--- src/rtl/branch_predictor.sv ---
// branch_predictor
// Direct-mapped branch target buffer with 2-bit saturating direction counters.
// After reset an INIT sweep invalidates every entry (one per cycle); the table
// then runs until the next reset. Lookups have one cycle of latency and freeze
// while i_stall is high. Updates from execute are applied whenever the table is
// ready, independent of i_stall.
//
// Optional feature: define BP_STATS_EN to build saturating counters of
// resolved branches and mispredictions; without it both outputs are tied to 0.
//
// Ports:
//   i_clk, i_rst            clock, asynchronous active-high reset
//   i_stall                 holds the prediction outputs, blocks lookups
//   i_lookup_valid/_pc      lookup request
//   o_pred_valid/_taken/_tgt prediction (target is 0 when not taken)
//   i_update_*              resolved branch from execute
//   o_ready                 INIT sweep complete, traffic accepted
//   o_branch_count          resolved branches (BP_STATS_EN)
//   o_mispredict_count      mispredictions (BP_STATS_EN)
module branch_predictor #(
  parameter int PC_W  = 16,
  parameter int IDX_W = 6,
  parameter int CNT_W = 19
) (
  input  logic             i_clk,
  input  logic             i_rst,
  input  logic             i_stall,
  input  logic             i_lookup_valid,
  input  logic [PC_W-1:0]  i_lookup_pc,
  output logic             o_pred_valid,
  output logic             o_pred_taken,
  output logic [PC_W-1:0]  o_pred_tgt,
  input  logic             i_update_valid,
  input  logic [PC_W-1:0]  i_update_pc,
  input  logic             i_update_taken,
  input  logic [PC_W-1:0]  i_update_tgt,
  input  logic             i_update_mispredict,
  output logic             o_ready,
  output logic [CNT_W-1:0] o_branch_count,
  output logic [CNT_W-1:0] o_mispredict_count
);

  localparam int ENTRIES = 1 << IDX_W;
  localparam int TAG_W   = PC_W - IDX_W - 1;

  typedef enum logic [0:0] {ST_INIT = 1'b0, ST_RUN = 1'b1} state_t;

  function automatic logic [1:0] sat_inc2(input logic [1:0] c);
    if (c == 2'b11) sat_inc2 = 2'b11;
    else            sat_inc2 = c + 2'b01;
  endfunction

  function automatic logic [1:0] sat_dec2(input logic [1:0] c);
    if (c == 2'b00) sat_dec2 = 2'b00;
    else            sat_dec2 = c - 2'b01;
  endfunction

  state_t           r_state, w_state_nxt;
  logic [IDX_W:0]   r_sweep_idx, w_sweep_idx_nxt;
  logic             r_ready;
  logic             w_sweep_done, w_sweep_write;

  logic             r_valid [ENTRIES];
  logic [TAG_W-1:0] r_tag   [ENTRIES];
  logic [1:0]       r_cnt   [ENTRIES];
  logic [PC_W-1:0]  r_tgt   [ENTRIES];

  logic             r_pred_valid, r_pred_taken;
  logic [PC_W-1:0]  r_pred_tgt;

  logic [IDX_W-1:0] w_lu_idx, w_up_idx;
  logic [TAG_W-1:0] w_lu_tag, w_up_tag;
  logic             w_lu_acc, w_lu_hit_taken, w_up_do, w_up_hit;
  logic             w_unused;

  // The extra MSB of the sweep index flags that every entry has been written.
  assign w_sweep_done  = r_sweep_idx[IDX_W];
  assign w_sweep_write = (r_state == ST_INIT) && !w_sweep_done;

  assign w_lu_idx = i_lookup_pc[IDX_W:1];
  assign w_lu_tag = i_lookup_pc[PC_W-1:IDX_W+1];
  assign w_up_idx = i_update_pc[IDX_W:1];
  assign w_up_tag = i_update_pc[PC_W-1:IDX_W+1];

  assign w_lu_acc       = i_lookup_valid && r_ready && !i_stall;
  assign w_lu_hit_taken = r_valid[w_lu_idx] && (r_tag[w_lu_idx] == w_lu_tag) && r_cnt[w_lu_idx][1];
  assign w_up_do        = i_update_valid && r_ready;
  assign w_up_hit       = r_valid[w_up_idx] && (r_tag[w_up_idx] == w_up_tag);

  // pc[0] is not part of index or tag; mispredict only feeds the optional stats.
  assign w_unused = ^{i_lookup_pc[0], i_update_pc[0], i_update_mispredict};

  // Next-state logic for the INIT sweep / RUN controller.
  always_comb begin
    w_state_nxt     = r_state;
    w_sweep_idx_nxt = r_sweep_idx;
    case (r_state)
      ST_INIT: begin
        if (w_sweep_done) w_state_nxt = ST_RUN;
        else              w_sweep_idx_nxt = r_sweep_idx + {{IDX_W{1'b0}}, 1'b1};
      end
      ST_RUN:  w_state_nxt = ST_RUN;
      default: w_state_nxt = ST_INIT;
    endcase
  end

  // Controller state, sweep index and the registered ready flag.
  always_ff @(posedge i_clk or posedge i_rst) begin
    if (i_rst) begin
      r_state     <= ST_INIT;
      r_sweep_idx <= {(IDX_W+1){1'b0}};
      r_ready     <= 1'b0;
    end else begin
      r_state     <= w_state_nxt;
      r_sweep_idx <= w_sweep_idx_nxt;
      r_ready     <= (w_state_nxt == ST_RUN);
    end
  end

  // Table storage: INIT sweep writes, otherwise resolved-branch updates.
  // Lookups read the same arrays combinationally, so a same-cycle update
  // to the lookup index is not visible until the next cycle.
  always_ff @(posedge i_clk) begin
    if (w_sweep_write) begin
      r_valid[r_sweep_idx[IDX_W-1:0]] <= 1'b0;
      r_cnt[r_sweep_idx[IDX_W-1:0]]   <= 2'b01;
    end else if (w_up_do) begin
      if (w_up_hit) begin
        if (i_update_taken) begin
          r_cnt[w_up_idx] <= sat_inc2(r_cnt[w_up_idx]);
          r_tgt[w_up_idx] <= i_update_tgt;
        end else begin
          r_cnt[w_up_idx] <= sat_dec2(r_cnt[w_up_idx]);
        end
      end else if (i_update_taken) begin
        r_valid[w_up_idx] <= 1'b1;
        r_tag[w_up_idx]   <= w_up_tag;
        r_cnt[w_up_idx]   <= 2'b10;
        r_tgt[w_up_idx]   <= i_update_tgt;
      end
    end
  end

  // Prediction register: frozen during stall, cleared when nothing is looked up.
  always_ff @(posedge i_clk or posedge i_rst) begin
    if (i_rst) begin
      r_pred_valid <= 1'b0;
      r_pred_taken <= 1'b0;
      r_pred_tgt   <= {PC_W{1'b0}};
    end else if (!i_stall) begin
      r_pred_valid <= w_lu_acc;
      r_pred_taken <= w_lu_acc && w_lu_hit_taken;
      if (w_lu_acc && w_lu_hit_taken) r_pred_tgt <= r_tgt[w_lu_idx];
      else                            r_pred_tgt <= {PC_W{1'b0}};
    end
  end

  assign o_ready      = r_ready;
  assign o_pred_valid = r_pred_valid;
  assign o_pred_taken = r_pred_taken;
  assign o_pred_tgt   = r_pred_tgt;

`ifdef BP_STATS_EN
  logic [CNT_W-1:0] r_branch_count, r_mispredict_count;

  // Saturating statistics counters, stepped by every processed update.
  always_ff @(posedge i_clk or posedge i_rst) begin
    if (i_rst) begin
      r_branch_count     <= {CNT_W{1'b0}};
      r_mispredict_count <= {CNT_W{1'b0}};
    end else if (w_up_do) begin
      if (r_branch_count != {CNT_W{1'b1}})
        r_branch_count <= r_branch_count + {{(CNT_W-1){1'b0}}, 1'b1};
      if (i_update_mispredict && (r_mispredict_count != {CNT_W{1'b1}}))
        r_mispredict_count <= r_mispredict_count + {{(CNT_W-1){1'b0}}, 1'b1};
    end
  end

  assign o_branch_count     = r_branch_count;
  assign o_mispredict_count = r_mispredict_count;
`else
  assign o_branch_count     = {CNT_W{1'b0}};
  assign o_mispredict_count = {CNT_W{1'b0}};
`endif

endmodule
--- config.mk ---
export PLATFORM = sky130hd
export DESIGN_NAME = branch_predictor
export DESIGN_NICKNAME = d
export VERILOG_FILES = /design/src/rtl/branch_predictor.sv
export SDC_FILE = /design/constraint.sdc
export NUM_CORES = 2
export LEC_CHECK = 0
export CELL_PAD_IN_SITES_DETAIL_PLACEMENT = 0
export CELL_PAD_IN_SITES_GLOBAL_PLACEMENT = 1
export CORE_MARGIN = 10
export CORE_UTILIZATION = 55
export DETAILED_ROUTE_END_ITERATION = 6
export PLACE_DENSITY_LB_ADDON = 0.2
export SYNTH_ARGS = -nofsm -noshare
export SYNTH_HDL_FRONTEND = slang
export SYNTH_SLANG_ARGS = --single-unit
--- constraint.sdc ---
create_clock -name i_clk -period 5.72 [get_ports i_clk]
set_clock_uncertainty 0.2 [all_clocks]
set_input_delay 1.144 -clock i_clk [delete_from_list [all_inputs] [get_ports i_clk]]
set_output_delay 1.144 -clock i_clk [all_outputs]
set_load 0.01 [all_outputs]
Word-level counts from Yosys, hierarchy flattened
Memories as Yosys holds them, arrays and structs flattened. Cells that the tools add are included.

Register bits: 26. Bits in writable memories: 1792. Bits of input ports: 55. Word-level logic and storage cells: 74. Memories kept: 4.

$add $sub $neg: 3. Equality and inequality tests: 3. Muxes and demuxes: 39. Bitwise logic cells: 5. Reduce and logical (&&, ||, !) cells: 14.

Memory list: r_tgt (words 64, bits a word 16, rd ports 1, clocked after memory_dff 0, write ports 1, line 66) `logic [PC_W-1:0] r_tgt [ENTRIES];`; r_tag (words 64, bits a word 9, rd ports 2, clocked after memory_dff 0, write ports 1, line 64) `logic [TAG_W-1:0] r_tag [ENTRIES];`; r_cnt (words 64, bits a word 2, rd ports 2, clocked after memory_dff 0, write ports 1, line 65) `logic [1:0] r_cnt [ENTRIES];`; r_valid (words 64, bits a word 1, rd ports 2, clocked after memory_dff 0, write ports 1, line 63) `logic r_valid [ENTRIES];`.

Operators with widths (number): 16-bit 2-to-1 mux (2); 2-bit 2-to-1 mux (13); 1-bit 2-to-1 mux (20); 9-bit equality test (2); 6-bit 2-to-1 mux (2); 1-bit logical AND (8); 7-bit by 1-bit adder with 7-bit output, second input constant (1); 7-bit 2-to-1 mux (1); 1-bit bitwise OR (3); 2-bit by 1-bit adder with 2-bit output, second input constant (1); 2-bit equality test, second input constant (1); 1-bit zero test (2); 2-bit zero test (1); 1-bit NOT (2); 1-bit case mux with 2 select lines (1); 2-bit AND reduction (1); 2-bit OR reduction (1); 2-bit by 1-bit subtractor with 2-bit output, second input constant (1); 1-bit OR reduction (1).

Logic depth before layout (Yosys ltp)
An unclocked memory read counts as a cell.

Depth after elaboration: 11. Mapped depth: 16. Depth with buffers taken out: 9.

Least setup slack after synthesis
Ideal clock, no wire load.

Path kind: input to register. Start point: input i_update_pc[1]. End point: memory r_cnt[0][1] (data pin). Arrival: 5.464 ns. Setup slack: -0.492 ns. Stages on the path: 11. Cell sequence: buf_6 > buf_6 > mux4_2 > a221oi_1 > nor2_1 > or4_4 > a2111oi_2 > nand4_1 > o21a_1 > clkbuf_1 > a21oi_1.

Word-level cells in the longest chain between the ends: 11.

RTL lines: start, declared (line 34) `input logic [PC_W-1:0] i_update_pc,`; memory 64 x 9 bit; 9-bit equality test (line 88) `assign w_up_hit = r_valid[w_up_idx] && (r_tag[w_up_idx] == w_up_tag);`; 1-bit logical AND (line 88); 1-bit 2-to-1 mux (line 128) `if (w_up_hit) begin`; 1-bit 2-to-1 mux (line 127) `end else if (w_up_do) begin`; 1-bit 2-to-1 mux (line 124) `if (w_sweep_write) begin`; 1-bit 2-to-1 mux (on tied branches) (line 130, 133); 1-bit bitwise OR (no line) (2 in a row); 2-bit OR reduction (no line); 2-bit 2-to-1 mux (no line) (*); end, declared (line 65).

Mark *: on every way between the ends. The rest lies on a longest branch, timed or not. The select of a mux whose other input is x is not followed.

Worst setup path after layout
Start point: input i_update_pc[1]. End point: memory r_tag[4][5] in the netlist's numbering (enable).

Word-level cells in the longest chain between the ends: 7.

RTL lines: memory 64 x 9 bit; 9-bit equality test (line 88); 1-bit logical AND (line 88); 1-bit 2-to-1 mux (line 128); 1-bit 2-to-1 mux (line 127); 1-bit 2-to-1 mux (line 124); 1-bit 2-to-1 mux (implied by the code) (line 137) `r_tag[w_up_idx] <= w_up_tag;`; end, declared (line 64).

Several ways; a longest one is shown, not always the timed one.

==> impl_metrics.sql <==
INSERT INTO impl_metrics (metric_group, metric, value, unit) VALUES
('synthesis', 'synth-edff-count', '1792', ''),
('synthesis', 'synth_common_cells', '1792 x sky130_fd_sc_hd__edfxtp_1, 612 x sky130_fd_sc_hd__mux4_2, 157 x sky130_fd_sc_hd__nand2_1', ''),
('floorplan', 'initial_cell_density_of_the_core', '55.5', '%'),
('timing', 'grt_setup_unrepaired', 'no', ''),
('detailed_routing', 'route.detailed.drc', '0', ''),
('synthesis', 'ys.flop_type', 'sky130_fd_sc_hd__edfxtp_1', ''),
('place', 'io_buffer_count', '70', ''),
('power', 'switching_power', '6150', 'uW'),
('timing', 'finalSetupViolCount', '0', ''),
('setup_path', 'critPathCaptureType', 'flop', ''),
('clock_tree', 'post_cts.repair.setup_buffers', '0', ''),
('power', 'clock_power_share', '41.6', '%'),
('min_path', 'worstHoldPathType', 'reg -> reg', ''),
('floorplan', 'die_area', '156000', 'um2'),
('setup_path', 'cp-start-kind', 'primary input', ''),
('clock_tree', 'clkTransAtPathRegs', '60', 'ps'),
('synthesis', 'ys_types', '81', ''),
('power', 'total_leakage_power', '0.0283', 'uW'),
('floorplan', 'placement_row_count', '137', ''),
('grt', 'antenna_found_initial', '10', ''),
('grt', 'grt_pass1_wl', '321000', 'um'),
('timing', 'tns', '0', 'ps'),
('setup_path', 'cp_max_fo', '39', ''),
('synthesis', 'share_of_yosys_cell_area_claimed_by_the_top_area_cell_type', '69.4', '%'),
('run_status', 'outcome', 'finished, final reports clean', ''),
('synthesis', 'yosys_register_bits', '1818', ''),
('clock_tree', 'cts_buffers', '182', ''),
('power', 'sequentialPowerShare', '52.1', '%'),
('layout', 'layout-drive-gt1-share', '34.6', '%'),
('layout', 'utilization', '64.0', '%'),
('clock_tree', 'cts_resized', '0', ''),
('layout', 'filler_cell_count', '9457', ''),
('synthesis', 'postSynthAreaPerCell', '19.8', 'um2'),
('clock_tree', 'ctsRootBufferMaster', 'sky130_fd_sc_hd__clkbuf_16', ''),
('layout', 'fin_nets', '4360', ''),
('synthesis', 'yosysMostFrequentCell', 'sky130_fd_sc_hd__edfxtp_1', ''),
('synthesis', 'synth_largest_area_cell', 'sky130_fd_sc_hd__edfxtp_1', ''),
('setup_path', 'worstPathArrival', '5360', 'ps'),
('clock_tree', 'clkLatencyLatePin', '820', 'ps'),
('power', 'report.power.total', '28000', 'uW'),
('synthesis', 'ys_seq_area_share', '70.3', '%'),
('place', 'placed_cells_incl_taps', '5996', ''),
('synthesis', 'async_set_reset_flop_share_out_of_synthesis', '1.43', '%'),
('detailed_routing', 'drt_first_iter_violations', '5513', ''),
('timing', 'timing.final.max_slew_violations', '0', ''),
('setup_path', 'cp_data_required_time', '5920', 'ps'),
('timing', 'worst_slew_margin_rel', '15.2', '%'),
('detailed_routing', 'avgRoutedWirePerCell', '35.5', 'um'),
('detailed_routing', 'route.vias.total', '43200', ''),
('clock_tree', 'hold_buffers', '0', ''),
('power', 'power.combinational.fraction', '6.3', '%'),
('floorplan', 'die_h', '395', 'um'),
('power', 'ir_worst_vdd', '284', 'uV'),
('floorplan', 'floorplan.die.width', '395', 'um'),
('grt', 'largest_net_degree_at_the_start_of_global_routing', '116', ''),
('timing', 'portion_of_the_clock_cycle_consumed_by_the_worst_path_in_the_final_layout', '90.1', '%'),
('layout', 'flow.area_growth_from_synthesis', '15.4', '%'),
('timing', 'slack_of_the_critical_path', '564', 'ps'),
('setup_path', 'worst_setup_path_type', 'in -> reg', ''),
('clock_tree', 'cts_tree', 'yes', ''),
('detailed_routing', 'antenna_violating_nets_post_route', '0', ''),
('power', 'powerDensity', '313', 'nW/um2'),
('synthesis', 'post_synth_main_area_contributors', 'sky130_fd_sc_hd__edfxtp_1 69%, sky130_fd_sc_hd__mux4_2 18%, sky130_fd_sc_hd__mux2i_1 1.2%', ''),
('floorplan', 'placeableCoreArea', '140000', 'um2'),
('clock_tree', 'htreeDepth', '4', ''),
('timing', 'worst_pin_slew', '1270', 'ps'),
('layout', 'instances_no_fill', '6330', ''),
('grt', 'gr-total-overflow', '0', ''),
('place', 'dp_worst_setup_slack', '-116', 'ps'),
('detailed_routing', 'detailedRoute.firstPassIterationCount', '6', ''),
('flow_run', 'max-cap-violations', '0', '');
==> path summary, 6_finish.rpt <==
kind,startpoint,to,slack [ps],cells after the start
max in group asynchronous,i_rst,o_pred_valid,4450,3
max reg2reg,r_tag[29][4],r_tag[4][5],1210,9
min reg2reg,o_pred_taken,o_pred_taken,280,1
max,i_update_pc[1],r_tag[4][5],560,11
min in group asynchronous,i_rst,r_sweep_idx[0],540,3
min,o_pred_taken,o_pred_taken,280,1
==> power groups by stage <==
stage               logic (uW)  registers (uW)  clock network [uW]
floorplan                  990           14900                   0
global placement          1750           14900                   0
detailed placement        1760           14900                   0
CTS                       1770           14600               11800
global route              1850           14600               12300
finish                    1780           14600               11700
==> per-layer routing <==
metal	global-route usage, %	share of wire, %	vias to the layer above
met4	12.1	4.8	12
met1	39.2	38	22600
li1	-	-	17300
met2	45.1	48	2667
met5	0	0.036	-
met3	5.69	9.4	550
==> worst max-delay path, cell delays in order <==
cell and delay, ps:
sky130_fd_sc_hd__buf_8 370, sky130_fd_sc_hd__buf_12 230, sky130_fd_sc_hd__mux4_2 510, sky130_fd_sc_hd__o21ai_0 460
sky130_fd_sc_hd__nand4_1 310, sky130_fd_sc_hd__o31ai_1 600, sky130_fd_sc_hd__a211oi_1 180, sky130_fd_sc_hd__nand4_2 240
sky130_fd_sc_hd__o21ai_4 90, sky130_fd_sc_hd__buf_12 150, sky130_fd_sc_hd__nor3_2 930
==> per-stage QoR <==
step	hold slack (ps)	cell area, um2
after CTS	282	89400
after global placement	261	83600
after detailed placement	268	83600
final	282	89400
after floorplan	251	77600
after global routing	296	89400
==> area by class of cell <==
| type | count | area (um2) | area share [%] |
|---|---|---|---|
| inverters | 18 | 67.6 | 0.0755 |
| repair buffers | 503 | 4880 | 5.46 |
| flip-flops and latches | 1818 | 54500 | 60.9 |
| multi-input cells | 1781 | 21800 | 24.4 |
| well taps | 1876 | 2350 | 2.62 |
| clock buffers | 225 | 4840 | 5.41 |
| diodes | 3 | 7.51 | 0.00839 |
| clock inverters | 106 | 987 | 1.10 |
==> cells by family (layout without fill, tap and decap cells) <==
logic type / after synthesis / count (layout) / share of synthesized area, %
simple gates: 509 / 509 / 3.20
other cells: 1 / 41 / 0.00484
fa+ha+maj: 3 / 3 / 0.0420
xor+xnor: 17 / 17 / 0.192
compound gates: 472 / 472 / 4.56
buf+inv: 344 / 852 / 2.21
mux: 742 / 742 / 19.5
flops: 1818 / 1818 / 70.3
==> sequential cells by signal (all words and copies together) (netlist names) <==
signal        count
r_cnt           128
r_tag           576
r_tgt          1024
o_pred_taken      1
o_pred_tgt       16
o_ready           1
r_valid          64
o_pred_valid      1
r_sweep_idx       7
==> layout by cell type (no fill, tap or decap), drive strengths merged, types with 10 or more instances in the layout <==
cell type,netlist,final
clkbuf,145,225
o31ai,58,58
o22ai,31,31
nand3,54,54
clkinv,1,80
o32ai,22,22
mux2i,96,96
o211ai,10,10
inv,17,23
mux2,34,34
conb,1,38
nand2,157,157
o21ai,87,87
bufinv,0,12
nand3b,17,17
edfxtp,1792,1792
a22oi,49,49
nor3,66,66
nand4,12,12
and3b,11,11
a21oi,69,69
a22o,27,27
xor2,11,11
a221oi,60,60
and3,11,11
mux4,612,612
nor2,118,118
dfrtp,26,26
buf,181,467
clkdlybuf4s50,0,36
(Power assumes the default switching activity.)
